`config.mk`:
```
export PLATFORM = sky130hd
export DESIGN_NAME = lsu_mem_master_flat
export DESIGN_NICKNAME = d
export VERILOG_FILES = /design/src/rtl/lsu_pkg.sv /design/src/rtl/lsu_mem_master_if.sv /design/src/rtl/lsu_lane_align.sv /design/src/rtl/lsu_mem_master.sv /design/src/flat_wrapper.sv
export SDC_FILE = /design/constraint.sdc
export NUM_CORES = 1
export LEC_CHECK = 0
export BUFFER_PORTS_ARGS = -buffer_cell sky130_fd_sc_hd__buf_2
export CORE_UTILIZATION = 25
export CTS_CLUSTER_SIZE = 24
export DETAILED_ROUTE_END_ITERATION = 10
export SKIP_CTS_REPAIR_TIMING = 1
export SLEW_MARGIN = 5
export SYNTH_ARGS = -nofsm -noshare
export SYNTH_HDL_FRONTEND = slang
export SYNTH_SLANG_ARGS = --single-unit
```
`constraint.sdc`:
```
create_clock -name clk -period 3.3 [get_ports clk]
set_input_delay 0 -clock clk [delete_from_list [all_inputs] [get_ports clk]]
set_output_delay 0 -clock clk [all_outputs]
set_load 0.005 [all_outputs]
```
`src/rtl/lsu_pkg.sv`:
```
// Shared types and helpers for the load/store memory master.
// Size, error and state encodings plus the alignment rule.
package lsu_pkg;

    localparam int LANES = 4;

    typedef enum logic [1:0] {
        SZ_B = 2'd0,
        SZ_H = 2'd1,
        SZ_W = 2'd2
    } size_e;

    typedef enum logic [1:0] {
        ERR_OK       = 2'd0,
        ERR_MISALIGN = 2'd1,
        ERR_TIMEOUT  = 2'd2
    } err_e;

    typedef enum logic [1:0] {
        IDLE  = 2'd0,
        ISSUE = 2'd1,
        RESP  = 2'd2
    } state_e;

    // Encoding 3 is not a legal size and is reported like a misaligned access.
    function automatic logic is_misaligned(logic [1:0] size, logic [1:0] off);
        logic mis;
        mis = 1'b1;
        case (size_e'(size))
            SZ_B:    mis = 1'b0;
            SZ_H:    mis = off[0];
            SZ_W:    mis = |off;
            default: mis = 1'b1;
        endcase
        return mis;
    endfunction

endpackage

```
`src/rtl/lsu_mem_master_if.sv`:
```
// Core request/response and data-memory signals of the load/store master.
// master = the LSU itself, slave = the core/memory environment around it.
interface lsu_mem_master_if #(
    parameter int XLEN  = 32,
    parameter int TAG_W = 4
) ();

    logic             req_valid;
    logic             req_ready;
    logic             req_we;
    logic [1:0]       req_size;
    logic             req_unsigned;
    logic [XLEN-1:0]  req_addr;
    logic [XLEN-1:0]  req_wdata;
    logic [TAG_W-1:0] req_tag;

    logic             rsp_valid;
    logic             rsp_ready;
    logic [XLEN-1:0]  rsp_rdata;
    logic [TAG_W-1:0] rsp_tag;
    logic [1:0]       rsp_err;

    logic             mem_r_v;
    logic             mem_w_v;
    logic [XLEN-1:0]  mem_adr;
    logic [XLEN-1:0]  mem_data;
    logic [3:0]       mem_strobe;
    logic [XLEN-1:0]  mem_resp;
    logic             mem_ack;

    modport master (
        input  req_valid, req_we, req_size, req_unsigned, req_addr, req_wdata, req_tag,
        output req_ready,
        output rsp_valid, rsp_rdata, rsp_tag, rsp_err,
        input  rsp_ready,
        output mem_r_v, mem_w_v, mem_adr, mem_data, mem_strobe,
        input  mem_resp, mem_ack
    );

    modport slave (
        output req_valid, req_we, req_size, req_unsigned, req_addr, req_wdata, req_tag,
        input  req_ready,
        input  rsp_valid, rsp_rdata, rsp_tag, rsp_err,
        output rsp_ready,
        input  mem_r_v, mem_w_v, mem_adr, mem_data, mem_strobe,
        output mem_resp, mem_ack
    );

endinterface

```
`src/rtl/lsu_lane_align.sv`:
```
// Byte-lane steering: write strobes, store data replication and
// load data extraction with sign/zero extension. Purely combinational.
module lsu_lane_align
    import lsu_pkg::*;
(
    input  logic        we_i,
    input  logic [1:0]  size_i,
    input  logic [1:0]  off_i,
    input  logic        unsigned_i,
    input  logic [31:0] wdata_i,
    input  logic [31:0] rword_i,
    output logic [3:0]  strobe_o,
    output logic [31:0] wdata_o,
    output logic [31:0] rdata_o
);

    // Each lane carries the byte of the store operand that lands on it.
    genvar gi;
    generate
        for (gi = 0; gi < LANES; gi++) begin : g_lane
            assign wdata_o[8*gi +: 8] =
                (size_i == 2'd0) ? wdata_i[7:0] :
                (size_i == 2'd1) ? wdata_i[8*(gi % 2) +: 8] :
                                   wdata_i[8*gi +: 8];
        end
    endgenerate

    always_comb begin
        strobe_o = 4'b0000;
        if (we_i) begin
            case (size_e'(size_i))
                SZ_B:    strobe_o = 4'b0001 << off_i;
                SZ_H:    strobe_o = 4'b0011 << off_i;
                default: strobe_o = 4'b1111;
            endcase
        end
    end

    logic [7:0]  byte_sel;
    logic [15:0] half_sel;

    always_comb begin
        byte_sel = rword_i[7:0];
        case (off_i)
            2'd0: byte_sel = rword_i[7:0];
            2'd1: byte_sel = rword_i[15:8];
            2'd2: byte_sel = rword_i[23:16];
            2'd3: byte_sel = rword_i[31:24];
            default: byte_sel = rword_i[7:0];
        endcase
        half_sel = off_i[1] ? rword_i[31:16] : rword_i[15:0];
    end

    always_comb begin
        rdata_o = rword_i;
        case (size_e'(size_i))
            SZ_B:    rdata_o = {{24{~unsigned_i & byte_sel[7]}}, byte_sel};
            SZ_H:    rdata_o = {{16{~unsigned_i & half_sel[15]}}, half_sel};
            default: rdata_o = rword_i;
        endcase
    end

endmodule

```
`src/rtl/lsu_mem_master.sv`:
```
// Load/store master: accepts one core request, issues a word-aligned memory
// access, waits for ack or timeout, and returns an aligned, tagged response.
module lsu_mem_master
    import lsu_pkg::*;
#(
    parameter int XLEN        = 32,
    parameter int TAG_W       = 4,
    parameter int TIMEOUT     = 64,
    parameter int ACK_MIN_LAT = 1
) (
    input  logic             clk,
    input  logic             rst_n,
    lsu_mem_master_if.master bus
);

    localparam int CNT_W = $clog2(TIMEOUT);
    localparam logic [CNT_W-1:0] CNT_LAST = CNT_W'(TIMEOUT - 1);
    localparam logic [CNT_W-1:0] ACK_MIN  = CNT_W'(ACK_MIN_LAT);

    state_e           state_q;
    logic             req_ready_q;
    logic             rsp_valid_q;
    logic             mem_r_v_q;
    logic             mem_w_v_q;
    logic             we_q;
    logic             unsigned_q;
    logic [1:0]       size_q;
    logic [1:0]       off_q;
    logic [TAG_W-1:0] tag_q;
    logic [XLEN-1:0]  adr_q;
    logic [XLEN-1:0]  data_q;
    logic [XLEN-1:0]  rdata_q;
    logic [3:0]       strobe_q;
    err_e             err_q;
    logic [CNT_W-1:0] cnt_q;
    logic [CNT_W-1:0] cnt_d;

    // Lane logic sees the live request while idle and the captured one afterwards.
    logic             idle;
    logic             al_we;
    logic             al_unsigned;
    logic [1:0]       al_size;
    logic [1:0]       al_off;
    logic [3:0]       al_strobe;
    logic [XLEN-1:0]  al_wdata;
    logic [XLEN-1:0]  al_rdata;

    assign idle        = (state_q == IDLE);
    assign al_we       = idle ? bus.req_we         : we_q;
    assign al_unsigned = idle ? bus.req_unsigned   : unsigned_q;
    assign al_size     = idle ? bus.req_size       : size_q;
    assign al_off      = idle ? bus.req_addr[1:0]  : off_q;
    assign cnt_d       = cnt_q + 1'b1;

    lsu_lane_align u_align (
        .we_i       (al_we),
        .size_i     (al_size),
        .off_i      (al_off),
        .unsigned_i (al_unsigned),
        .wdata_i    (bus.req_wdata),
        .rword_i    (bus.mem_resp),
        .strobe_o   (al_strobe),
        .wdata_o    (al_wdata),
        .rdata_o    (al_rdata)
    );

    always_ff @(posedge clk) begin
        if (!rst_n) begin
            state_q     <= IDLE;
            req_ready_q <= 1'b1;
            rsp_valid_q <= 1'b0;
            mem_r_v_q   <= 1'b0;
            mem_w_v_q   <= 1'b0;
            we_q        <= 1'b0;
            unsigned_q  <= 1'b0;
            size_q      <= 2'd0;
            off_q       <= 2'd0;
            tag_q       <= '0;
            adr_q       <= '0;
            data_q      <= '0;
            rdata_q     <= '0;
            strobe_q    <= 4'b0000;
            err_q       <= ERR_OK;
            cnt_q       <= '0;
        end else begin
            case (state_q)
                IDLE: begin
                    if (bus.req_valid) begin
                        req_ready_q <= 1'b0;
                        we_q        <= bus.req_we;
                        unsigned_q  <= bus.req_unsigned;
                        size_q      <= bus.req_size;
                        off_q       <= bus.req_addr[1:0];
                        tag_q       <= bus.req_tag;
                        adr_q       <= {bus.req_addr[XLEN-1:2], 2'b00};
                        data_q      <= al_wdata;
                        rdata_q     <= '0;
                        cnt_q       <= '0;
                        if (is_misaligned(bus.req_size, bus.req_addr[1:0])) begin
                            state_q     <= RESP;
                            rsp_valid_q <= 1'b1;
                            err_q       <= ERR_MISALIGN;
                        end else begin
                            state_q   <= ISSUE;
                            err_q     <= ERR_OK;
                            mem_r_v_q <= ~bus.req_we;
                            mem_w_v_q <= bus.req_we;
                            strobe_q  <= al_strobe;
                        end
                    end
                end
                ISSUE: begin
                    cnt_q <= cnt_d;
                    // A qualified ack takes priority over a timeout on the same edge.
                    if (bus.mem_ack && (cnt_q >= ACK_MIN)) begin
                        state_q     <= RESP;
                        rsp_valid_q <= 1'b1;
                        mem_r_v_q   <= 1'b0;
                        mem_w_v_q   <= 1'b0;
                        strobe_q    <= 4'b0000;
                        err_q       <= ERR_OK;
                        rdata_q     <= we_q ? '0 : al_rdata;
                    end else if (cnt_q == CNT_LAST) begin
                        state_q     <= RESP;
                        rsp_valid_q <= 1'b1;
                        mem_r_v_q   <= 1'b0;
                        mem_w_v_q   <= 1'b0;
                        strobe_q    <= 4'b0000;
                        err_q       <= ERR_TIMEOUT;
                        rdata_q     <= '0;
                    end
                end
                RESP: begin
                    if (bus.rsp_ready) begin
                        state_q     <= IDLE;
                        rsp_valid_q <= 1'b0;
                        req_ready_q <= 1'b1;
                    end
                end
                default: begin
                    state_q     <= IDLE;
                    req_ready_q <= 1'b1;
                    rsp_valid_q <= 1'b0;
                    mem_r_v_q   <= 1'b0;
                    mem_w_v_q   <= 1'b0;
                end
            endcase
        end
    end

    assign bus.req_ready  = req_ready_q;
    assign bus.rsp_valid  = rsp_valid_q;
    assign bus.rsp_rdata  = rdata_q;
    assign bus.rsp_tag    = tag_q;
    assign bus.rsp_err    = err_q;
    assign bus.mem_r_v    = mem_r_v_q;
    assign bus.mem_w_v    = mem_w_v_q;
    assign bus.mem_adr    = adr_q;
    assign bus.mem_data   = data_q;
    assign bus.mem_strobe = strobe_q;

endmodule

```
`src/flat_wrapper.sv`:
```
// flat-port wrapper written by rule: the top's interface ports become plain ports
module lsu_mem_master_flat import lsu_pkg::*;
#(
    parameter int XLEN        = 32,
    parameter int TAG_W       = 4,
    parameter int TIMEOUT     = 64,
    parameter int ACK_MIN_LAT = 1
)
  (clk, rst_n, bus_req_valid, bus_req_we, bus_req_size, bus_req_unsigned, bus_req_addr, bus_req_wdata, bus_req_tag, bus_req_ready, bus_rsp_valid, bus_rsp_rdata, bus_rsp_tag, bus_rsp_err, bus_rsp_ready, bus_mem_r_v, bus_mem_w_v, bus_mem_adr, bus_mem_data, bus_mem_strobe, bus_mem_resp, bus_mem_ack);
  lsu_mem_master_if #(.XLEN(XLEN), .TAG_W(TAG_W)) bus_i ();
  input  logic clk;
  input  logic rst_n;
  input wire logic [$bits(bus_i.req_valid)-1:0] bus_req_valid;
  input wire logic [$bits(bus_i.req_we)-1:0] bus_req_we;
  input wire logic [$bits(bus_i.req_size)-1:0] bus_req_size;
  input wire logic [$bits(bus_i.req_unsigned)-1:0] bus_req_unsigned;
  input wire logic [$bits(bus_i.req_addr)-1:0] bus_req_addr;
  input wire logic [$bits(bus_i.req_wdata)-1:0] bus_req_wdata;
  input wire logic [$bits(bus_i.req_tag)-1:0] bus_req_tag;
  output wire logic [$bits(bus_i.req_ready)-1:0] bus_req_ready;
  output wire logic [$bits(bus_i.rsp_valid)-1:0] bus_rsp_valid;
  output wire logic [$bits(bus_i.rsp_rdata)-1:0] bus_rsp_rdata;
  output wire logic [$bits(bus_i.rsp_tag)-1:0] bus_rsp_tag;
  output wire logic [$bits(bus_i.rsp_err)-1:0] bus_rsp_err;
  input wire logic [$bits(bus_i.rsp_ready)-1:0] bus_rsp_ready;
  output wire logic [$bits(bus_i.mem_r_v)-1:0] bus_mem_r_v;
  output wire logic [$bits(bus_i.mem_w_v)-1:0] bus_mem_w_v;
  output wire logic [$bits(bus_i.mem_adr)-1:0] bus_mem_adr;
  output wire logic [$bits(bus_i.mem_data)-1:0] bus_mem_data;
  output wire logic [$bits(bus_i.mem_strobe)-1:0] bus_mem_strobe;
  input wire logic [$bits(bus_i.mem_resp)-1:0] bus_mem_resp;
  input wire logic [$bits(bus_i.mem_ack)-1:0] bus_mem_ack;
  assign bus_i.req_valid = bus_req_valid;
  assign bus_i.req_we = bus_req_we;
  assign bus_i.req_size = bus_req_size;
  assign bus_i.req_unsigned = bus_req_unsigned;
  assign bus_i.req_addr = bus_req_addr;
  assign bus_i.req_wdata = bus_req_wdata;
  assign bus_i.req_tag = bus_req_tag;
  assign bus_req_ready = bus_i.req_ready;
  assign bus_rsp_valid = bus_i.rsp_valid;
  assign bus_rsp_rdata = bus_i.rsp_rdata;
  assign bus_rsp_tag = bus_i.rsp_tag;
  assign bus_rsp_err = bus_i.rsp_err;
  assign bus_i.rsp_ready = bus_rsp_ready;
  assign bus_mem_r_v = bus_i.mem_r_v;
  assign bus_mem_w_v = bus_i.mem_w_v;
  assign bus_mem_adr = bus_i.mem_adr;
  assign bus_mem_data = bus_i.mem_data;
  assign bus_mem_strobe = bus_i.mem_strobe;
  assign bus_i.mem_resp = bus_mem_resp;
  assign bus_i.mem_ack = bus_mem_ack;
  lsu_mem_master #(.XLEN(XLEN), .TAG_W(TAG_W), .TIMEOUT(TIMEOUT), .ACK_MIN_LAT(ACK_MIN_LAT)) u_core (.clk(clk), .rst_n(rst_n), .bus(bus_i));
endmodule
```
# Word-level counts from Yosys, hierarchy flattened

Cells that the tools add are included.

$add $sub $neg: 1
Order comparisons: 1
Eq/ne operators: 14
Shift operators: 2
Muxes and demuxes: 57
Bitwise logic cells: 6
Reduce and logical (&&, ||, !) cells: 15

Operators by type and width:

| kind                                                                                | number |
|---|---|
| 32-bit two-way mux                                                                  | 4 |
| 32-bit case mux with 2 select lines                                                 | 2 |
| 8-bit two-way mux                                                                   | 5 |
| 8-bit case mux with 4 select lines                                                  | 1 |
| 4-bit two-way mux                                                                   | 5 |
| 1-bit two-way mux                                                                   | 19 |
| 2-bit two-way mux                                                                   | 9 |
| 16-bit two-way mux                                                                  | 1 |
| 4-bit case mux with 2 select lines                                                  | 2 |
| 1-bit case mux with 3 select lines                                                  | 5 |
| 6-bit case mux with 2 select lines                                                  | 1 |
| 4-bit AND reduction                                                                 | 3 |
| 3-bit AND reduction                                                                 | 3 |
| 2-bit by 1-bit == test with 1-bit output, second input constant                     | 4 |
| 2-bit == test, second input constant                                                | 4 |
| 2-bit zero test                                                                     | 4 |
| 2-bit inequality test, second input constant                                        | 4 |
| 6-bit by 1-bit adder with 6-bit output, second input constant                       | 1 |
| 6-bit == test, second input constant                                                | 1 |
| 6-bit by 1-bit greater-or-equal comparator with 1-bit output, second input constant | 1 |
| 6-bit two-way mux                                                                   | 1 |
| 2-bit case mux with 3 select lines                                                  | 1 |
| 1-bit inverter                                                                      | 4 |
| 2-bit case mux with 2 select lines                                                  | 1 |
| 8 further kinds                                                                     | 10 |

Register bits: 122
Word-level logic and storage cells: 112

# Logic depth before layout (Yosys ltp)

Gate-level depths: netlist of run 1.

Depth after elaboration: 9
Gate-level depth with buffers: 9

# By module

A second synthesis of run 1 with hierarchy kept.

Cell total of the unflattened synthesis: 753
Area total of the unflattened synthesis: 6070.8 µm²

By module, submodules not included:

| module         | times used | cells an instance | area each (µm²) |
|---|---|---|---|
| lsu_mem_master | 1          | 547               | 4614.4 |
| lsu_lane_align | 1          | 206               | 1456.4 |

# Least setup slack after synthesis of run 1

OpenSTA, ideal clock, no wires.

Path type: register to register
Start point: reg u_core.cnt_q[1]
End point: reg u_core.rdata_q[21] (netlist: u_core.bus.rsp_rdata[21])
Setup time: 0.057 ns
Data arrival time: 2.108 ns
Required time: 3.243 ns
Slack: 1.135 ns
Cell stages (with the launch flop): 9
Buffers on the path: 1
Clock period less this slack: 2.165 ns
Path through: dfxtp_1 inv_1 ha_1 or4b_4 o31ai_4 o21ai_2 a211oi_4 buf_6 a22o_2

Word-level cells in the longest chain between the ends: 4

Ends and longest elaborated chain:

| item                                                                                                           | RTL line              | RTL |
|---|---|---|
| from (decl)                                                                                                    | lsu_mem_master.sv:35  | `logic [CNT_W-1:0] cnt_q;` |
| from (signal assigned)                                                                                         | lsu_mem_master.sv:113 | `cnt_q <= cnt_d;` |
| 6-bit by 1-bit greater-or-equal comparator with 1-bit output                                                   | lsu_mem_master.sv:115 | `if (bus.mem_ack && (cnt_q >= ACK_MIN)) begin` |
| 1-bit logical AND                                                                                              | lsu_mem_master.sv:115 |  |
| 3-bit by 1-bit inequality test with 1-bit output (no source line) / 32-bit two-way mux (equally long branches) | --                    |  |
| 3-bit AND reduction (no source line) / 32-bit case mux with 2 select lines (equally long branches)             | --                    |  |
| to (signal assigned)                                                                                           | lsu_mem_master.sv:122 | `rdata_q <= we_q ? '0 : al_rdata;` |
| to (decl)                                                                                                      | lsu_mem_master.sv:32  | `logic [XLEN-1:0] rdata_q;` |

Several ways; a longest one is shown, not always the timed one.
A chain may end at the register's enable or synchronous reset.

# Final worst setup path of run 1

Start point: reg u_core.state_q[0]
End point: reg u_core.data_q[23] (netlist: u_core.bus.mem_data[23])

Word-level cells in the longest chain between the ends: 5

Ends and longest elaborated chain:

| item                                     | RTL line                                   | RTL |
|---|---|---|
| from (decl)                              | lsu_mem_master.sv:20                       | `state_e state_q;` |
| from (signal assigned)                   | lsu_mem_master.sv:69                       | `state_q <= IDLE;` |
| from (signal assigned)                   | lsu_mem_master.sv:100                      | `state_q <= RESP;` |
| from (signal assigned)                   | lsu_mem_master.sv:104                      | `state_q <= ISSUE;` |
| 2-bit zero test *                        | lsu_mem_master.sv:48, lsu_mem_master.sv:86 |  |
| 2-bit two-way mux                        | lsu_mem_master.sv:51                       | `assign al_size = idle ? bus.req_size : size_q;` |
| 2-bit by 1-bit == test with 1-bit output | lsu_lane_align.sv:23                       | `(size_i == 2'd1) ? wdata_i[8*(gi % 2) +: 8] :` |
| 8-bit two-way mux                        | lsu_lane_align.sv:23                       |  |
| 8-bit two-way mux                        | lsu_lane_align.sv:22                       | `(size_i == 2'd0) ? wdata_i[7:0] :` |
| to (signal assigned)                     | lsu_mem_master.sv:96                       | `data_q <= al_wdata;` |
| to (decl)                                | lsu_mem_master.sv:31                       | `logic [XLEN-1:0] data_q;` |

Every way passes the cells marked *; elsewhere a longest branch is shown, timed or not.

==> impl_results.md, run 1 <==
* Status: finished, violations left
* Violated checks: hold timing
* Yosys top cell area share at 45.0%
* Top post-synthesis cells by area: dfxtp_1 45%, nand2_1 10%, a21oi_1 6.6%
* Layout Area Growth over Synthesis at 53.1%
* Post-synth EDFFs at 0
* Minimum clock period at 2810 ps
* Die height at 149 um
* Synth unique cells at 51
* Clock skew at 12.4 ps
* Worst slew margin at 39.1%
* CTS sink cnt at 122
* Top cells by count, synth: 147 x nand2_1, 122 x dfxtp_1, 82 x nor2_1
* Primary FF master, synth: dfxtp_1
* Maxcap violations at 0
* Yosys top cell by area: dfxtp_1
* GRT Residual Overflow at 0
* # H-tree levels at 4
* Count of input and output buffers at 216
* P per Cell Area at 520 nW/um^2
* DPL Wire Length at 12.7 mm
* Met3 Use GR at 5.66%
* Post-route ant nets at 0
* Leak at 3.82 nW
* Longest Clk Path Bufs at 2
* Crit end category: flop
* Reg-to-reg slack, setup at 490 ps
* Vias/cell at 4.69
* Setup-failing EPs final at 0
* Hold Vio Cnt, Final at 5
* DRT Pass-1 Iters at 5
* Top Usage Layer GRT: met2
* First-pass GRT wire length at 27.1 mm
* Psw at 1.20 mW
* Post-synthesis sequential area ratio at 45.0%
* Final Instance Area at 8310 sq um
* Worst EP arrival at 3170 ps
* Yosys warns at 0
* CTS Root Cell: clkbuf_16
* Seq cells post-synth at 122
* Internal power at 3.12 mW
* CTS tree: built
* Worst-path maximum fanout at 41
* Routed vias at 5857
* Die area at 22300 sq um
* Total Negative Setup Slacks at 0 ps
* FF-to-FF Start: u_core.state_q[0]$_SDFFE_PN0P_
* Setup CP Type: flop to flop
* Worst path cell trace: nor2_4 -> and2_2 -> buf_4 -> nor2_1 -> a311oi_1 -> dlygate4sd3_1
* Vias in the first global route at 4987
* Logic pwr share at 19.1%
* Maximum vdd drop at 313 uV
* Clock-pin slew on the worst setup and hold paths at 60 ps
* Bufs and invs on worst path at 2
* Family with the most delay on the worst path: buffers and inverters
* Critical path destination: u_core.bus.mem_data[23]$_SDFFE_PN0P_
* Reg power frac at 37.5%
* M1 GR Usage at 20.0%
* Nets at 1071
* Post-Synthesis Cells at 661
* Slowest-stage cell, CP: dlygate4sd3_1
* Routability cong. at 0.852
* Rows at 53
* Met2 GRT Util at 24.6%
* WHS at -32.2 ps
* DRC Markers at 0
* Core box area at 21200 sq um
* CP peak stage delay at 600 ps
* Share of cells above drive strength 1 at 29.9%
* Syn avg cell area at 8.21 sq um
* Min-delay worst type: input pin to flop
* DP Area at 6740 sq um
* Fin util at 39.3%
* Initial antenna violation count at 1
* Synth async-reset ratio at 0%
* R2r endpoint: u_core.bus.mem_data[23]$_SDFFE_PN0P_
* Period utilization at 85.2%
* Unrepaired setup endpoints after global routing: false
* Slew Viols, Final at 0
* Fmax at 0.356 GHz
* Switching part of the total at 27.7%
* Cells on worst reg2reg path at 6
* Largest net degree at the start of global routing at 84
* Worst-Margin Slew at 913 ps
* Most frequent cell after synthesis: nand2_1
* Iteration-0 DRC Markers at 225
* Die width at 149 um
* DR WL/cell at 15.3 um
* Overall Global Routing Usage at 15.8%
* Crit path launch: u_core.state_q[0]$_SDFFE_PN0P_
* Num CTS Buffers at 17
* Initial Utilization at 25.7%
* Clk pwr share at 43.4%
* Critical path launch point type: flop
* Clk Latency, worst-skew pair at 410 ps
* Total wire length at 19.1 mm
* Syn Std Cell Area at 5430 sq um
* I/O pins at 219
* Critical path required time at 3660 ps
* Critical path depth at 6
-- final cells by class --
cell class              instances  area, sq um
inverters                       7         27.5
multi-input cells             483         2740
fillers                      2139        12800
well taps                     275          344
diodes                          1         2.50
flip-flops and latches        122         2440
clock buffers                  19          433
clock inverters                13          153
repair buffers                328         2170
-- state kept, by name, indices dropped and copies added, names as in the netlist --
register	count
u_core.bus.mem_adr	30
u_core.bus.mem_data	32
u_core.bus.mem_r_v	1
u_core.bus.mem_strobe	4
u_core.bus.mem_w_v	1
u_core.bus.req_ready	1
u_core.bus.rsp_err	2
u_core.bus.rsp_rdata	32
u_core.bus.rsp_tag	4
u_core.bus.rsp_valid	1
u_core.cnt_q	6
u_core.off_q	2
u_core.size_q	2
u_core.state_q	2
u_core.unsigned_q	1
u_core.we_q	1
-- per-layer routing --
metal	vias up	routed length, um
li1	2901	-
met1	2708	8500
met2	226	8990
met3	22	1350
met4	0	278
met5	-	0
-- metrics by stage --
step	hold WS (ps)	setup WS [ps]	power, mW	std cells
finish	-32.2	490	4.32	1248
floorplan	61.9	1130	2.09	662
detailed placement	229	850	2.37	1117
global route	1.64	316	4.53	1248
CTS	-208	824	4.27	1149
global placement	225	936	2.36	1117
-- worst reg2reg max path, stage by stage, from the launching register on --
cell and delay, ps:
dfxtp_1 500, nor2_4 420, and2_2 380, buf_4 430
nor2_1 150, a311oi_1 290, dlygate4sd3_1 600
-- how the worst min path moves through the flow --
| stage | from | to | slack (ps) | cells after the start |
|---|---|---|---|---|
| floorplan | rst_n | u_core.bus.req_ready$_SDFFE_PN1P_ | 60 | 1 |
| global placement | rst_n | u_core.bus.req_ready$_SDFFE_PN1P_ | 220 | 2 |
| detailed placement | rst_n | u_core.bus.req_ready$_SDFFE_PN1P_ | 230 | 2 |
| CTS | rst_n | u_core.bus.req_ready$_SDFFE_PN1P_ | -210 | 2 |
| global route | bus_mem_resp[19] | u_core.bus.rsp_rdata[19]$_SDFFE_PN0P_ | 2 | 4 |
| finish | bus_mem_resp[16] | u_core.bus.rsp_rdata[16]$_SDFFE_PN0P_ | -30 | 4 |
-- placed cells by master, fill, tap and decap left out, types with 10 or more instances in the layout --
cell             n
dlygate4sd3_1   98
clkbuf_16       17
nand2_1        146
o21ai_0         22
mux2i_1         26
buf_4           14
buf_2          216
dfxtp_1        122
nor2_1          82
a211oi_1        16
a21oi_1         72
a22o_2          10
-- power by group through the flow --
stage	registers, mW	clock network [mW]	logic, mW
3_5_place_dp	1.65	0	0.719
4_1_cts	1.62	1.93	0.720
3_3_place_gp	1.65	0	0.716
6_report	1.62	1.88	0.824
2_1_floorplan	1.65	0	0.443
5_1_grt	1.63	1.99	0.906
-- logic make-up (layout without fill, tap and decap cells) --
family,count (synthesis),count (layout),share of synthesized area [%]
and+or+nand+nor,262,262,19.9
muxes,31,31,5.78
other,1,3,0.0691
adders and majority gates,3,3,0.691
DFF,122,122,45.0
buffers and inverters,57,367,5.00
AOI/OAI and AO/OA,185,185,23.6
(Power assumes the default switching activity.)
==> inputs of run 2 (changes only) <==
--- a/config.mk
+++ b/config.mk
@@ -5,10 +5,12 @@
 export SDC_FILE = /design/constraint.sdc
 export NUM_CORES = 1
 export LEC_CHECK = 0
+export ABC_AREA = 1
 export BUFFER_PORTS_ARGS = -buffer_cell sky130_fd_sc_hd__buf_2
 export CORE_UTILIZATION = 25
 export CTS_CLUSTER_SIZE = 24
 export DETAILED_ROUTE_END_ITERATION = 10
+export GPL_TIMING_DRIVEN = 0
 export SKIP_CTS_REPAIR_TIMING = 1
 export SLEW_MARGIN = 5
 export SYNTH_ARGS = -nofsm -noshare
==> run 2 against run 1 <==
Effect of this change: the flow finishes with violations (DRC, hold timing); core utilization fell by 0.95 points; first-iteration DRC count up 84%; count of clock-buffer cells in the layout rose by 1; largest cell class unchanged.
==> impl_results.md, run 2 <==
* Status: finished, violations left
* Violated checks: DRC, hold timing
* Clock skew at 12.2 ps
* Most frequent cells in the layout: 228 x buf_2, 163 x nand2_1, 122 x dfxtp_1
* Die area at 23300 sq um
* Fill count at 2321
* Minimum clock period at 2420 ps
* Core box area at 22000 sq um
* Layout Area Growth over Synthesis at 48.9%
* Longest Clk Path Bufs at 2
* Post-synthesis sequential area ratio at 43.1%
* Yosys top cell area share at 43.1%
* Clock-pin slew on the worst setup and hold paths at 60 ps
* Worst slew margin at 40.6%
* DRT Pass-1 Iters at 8
* Total wire length at 21.7 mm
* Post-Synthesis Cells at 790
* CTS sink cnt at 122
* Yosys warns at 0
* Worst-Margin Slew at 888 ps
* Setup-failing EPs final at 0
* CTS Root Cell: clkbuf_16
* Clk Latency, worst-skew pair at 420 ps
* Top cells by count, synth: 163 x nand2_1, 122 x dfxtp_1, 112 x nor2_1
* Reg-to-reg slack, setup at 880 ps
* Area of the multi-input gates at 2670 sq um
* Slew Viols, Final at 0
* Num CTS Buffers at 17
* Vias in the first global route at 5855
* Post-place setup slack at 883 ps
* DR WL/cell at 15.5 um
* Critical path required time at 3610 ps
* Maximum vdd drop at 272 uV
* Synth Area in Simple Gates at 25.4%
* CTS tree: built
* Initial antenna violation count at 4
* Compound-Gate Fraction of Synth Area at 20.9%
* FF-to-FF Start: u_core.state_q[1]$_SDFFE_PN0P_
* Share of cells above drive strength 1 at 28.9%
* Worst EP arrival at 2730 ps
* Iteration-0 DRC Markers at 415
* P per Cell Area at 614 nW/um^2
* Most common cell after layout, fill and taps aside: buf_2
* Cells on worst reg2reg path at 8
* I/O pins at 219
* Rows at 54
* Primary FF master, synth: dfxtp_1
* Maxcap violations at 0
* Hold Path End: u_core.bus.mem_data[24]$_SDFFE_PN0P_
* Total Negative Setup Slacks at 0 ps
* Final worst slack at 877 ps
* R2r endpoint: u_core.bus.mem_adr[16]$_SDFFE_PN0P_
* Unrepaired setup endpoints after global routing: false
* Min-delay src: bus_req_wdata[24]
* First-pass GRT wire length at 32.6 mm
* Min-delay worst type: input pin to flop
* Die width at 153 um
* Count of input and output buffers at 216
* Yosys top cell by area: dfxtp_1
* Largest family of logic cells by synthesized area: simple AND/OR/NAND/NOR gates
* Leak at 4.06 nW
* GRT Residual Overflow at 0
* Vias/cell at 4.56
* Most frequent cell after synthesis: nand2_1
* Synth Area in Adders at 0.662%
* Top post-synthesis cells by area: dfxtp_1 43%, nand2_1 11%, nor2_1 7.4%
* Routed vias at 6360
* Hold Crit Depth at 4
* Hold Vio Cnt, Final at 12
* Nets at 1209
* Period utilization at 73.4%
* Post-route ant nets at 0
* WHS at -41.8 ps
* Seq cells post-synth at 122
* # H-tree levels at 4
* DRC Markers at 5
* Synth async-reset ratio at 0%
* Post-synthesis mux area share at 0%
* Post-synth EDFFs at 0
* Routability cong. at 0.937
* Die height at 153 um
* Synth Area in XOR/XNOR at 0%
* Fmax at 0.413 GHz
* Setup CP Type: flop to flop
* Syn avg cell area at 7.18 sq um
* Critical path launch point type: flop
* Initial Utilization at 25.7%
* Synth unique cells at 39
* Syn Std Cell Area at 5670 sq um
* Overall Global Routing Usage at 18.2%
* Largest net degree at the start of global routing at 17
* Worst-path maximum fanout at 10
* Reg area at 2440 sq um
* DPL Wire Length at 16.1 mm
* Crit end category: flop
==> run 2: cell types whose count changed in the layout (fill, tap and decap cells not counted), moves of 17 or more <==
cell | before | now
nand2_1 | 146 | 163
nor2_1 | 82 | 112
nand3_1 | 6 | 24
mux2i_1 | 26 | 0
o21ai_0 | 22 | 78
clkbuf_1 | 2 | 29
dlygate4sd3_1 | 98 | 71
inv_1 | 6 | 78
==> run 2: metal layers <==
metal,up-vias,track usage [%],share of wire (%)
met4,0,9.86,2.9
met5,-,0,0
li1,3201,-,-
met3,45,3.92,4.9
met1,2928,23.0,44
met2,186,29.0,48
==> run 2: critical path: stages (launching register included) <==
cell,delay [ps]
dfxtp_1,360
inv_2,120
nand2_4,90
nor2_1,680
inv_1,250
buf_2,270
buf_1,300
nor2_1,180
nor2_1,70
==> run 2: cells by family after synthesis <==
group,count (synthesis)
simple gates,336
compound gates,196
buf+inv,132
flops,122
fa+ha+maj,3
other cells,1
==> run 2: area by class of cell <==
cell class	instances	area share [%]
antenna	4	0.119
tap	280	4.15
timing repair buffer	287	21.2
clock inverter	12	1.93
clock buffer	20	5.41
inverter	84	3.73
sequential	122	28.9
buffer	48	2.93
multi-input combinational	537	31.6
==> run 2: where the power goes <==
group | internal, mW | total [mW] | leakage [nW] | switching, mW
clock network | 1.24 | 1.97 | 0.298 | 0.736
registers | 1.64 | 1.72 | 1.00 | 0.0864
logic | 0.551 | 1.49 | 2.76 | 0.942
==> run 2: worst max-delay path by stage <==
stage                                              start                                     to  slack, ps  depth (start not counted)
after floorplan             u_core.cnt_q[1]$_SDFFE_PN0P_  u_core.bus.rsp_rdata[25]$_SDFFE_PN0P_       1530                         12
after global routing        u_core.cnt_q[1]$_SDFFE_PN0P_  u_core.bus.rsp_rdata[30]$_SDFFE_PN0P_        640                         12
final                     u_core.state_q[1]$_SDFFE_PN0P_    u_core.bus.mem_adr[16]$_SDFFE_PN0P_        880                          8
after global placement    u_core.state_q[1]$_SDFFE_PN0P_    u_core.bus.mem_adr[14]$_SDFFE_PN0P_        920                          8
after detailed placement  u_core.state_q[0]$_SDFFE_PN0P_    u_core.bus.mem_adr[16]$_SDFFE_PN0P_        880                          8
after CTS                 u_core.state_q[0]$_SDFFE_PN0P_    u_core.bus.mem_adr[16]$_SDFFE_PN0P_        880                          8
==> run 2: metrics by stage <==
step / power (mW) / cells / utilization, % / hold WS (ps) / instance area, sq um
final: 5.19 / 1394 / 38.3 / -41.8 / 8450
after floorplan: 2.63 / 791 / - / 135 / 5670
after global placement: 3.15 / 1287 / 32.3 / 223 / 7110
after global routing: 5.50 / 1394 / 38.3 / 3.88 / 8450
after CTS: 5.15 / 1319 / 35.1 / -220 / 7720
after detailed placement: 3.16 / 1287 / 32.3 / 229 / 7110
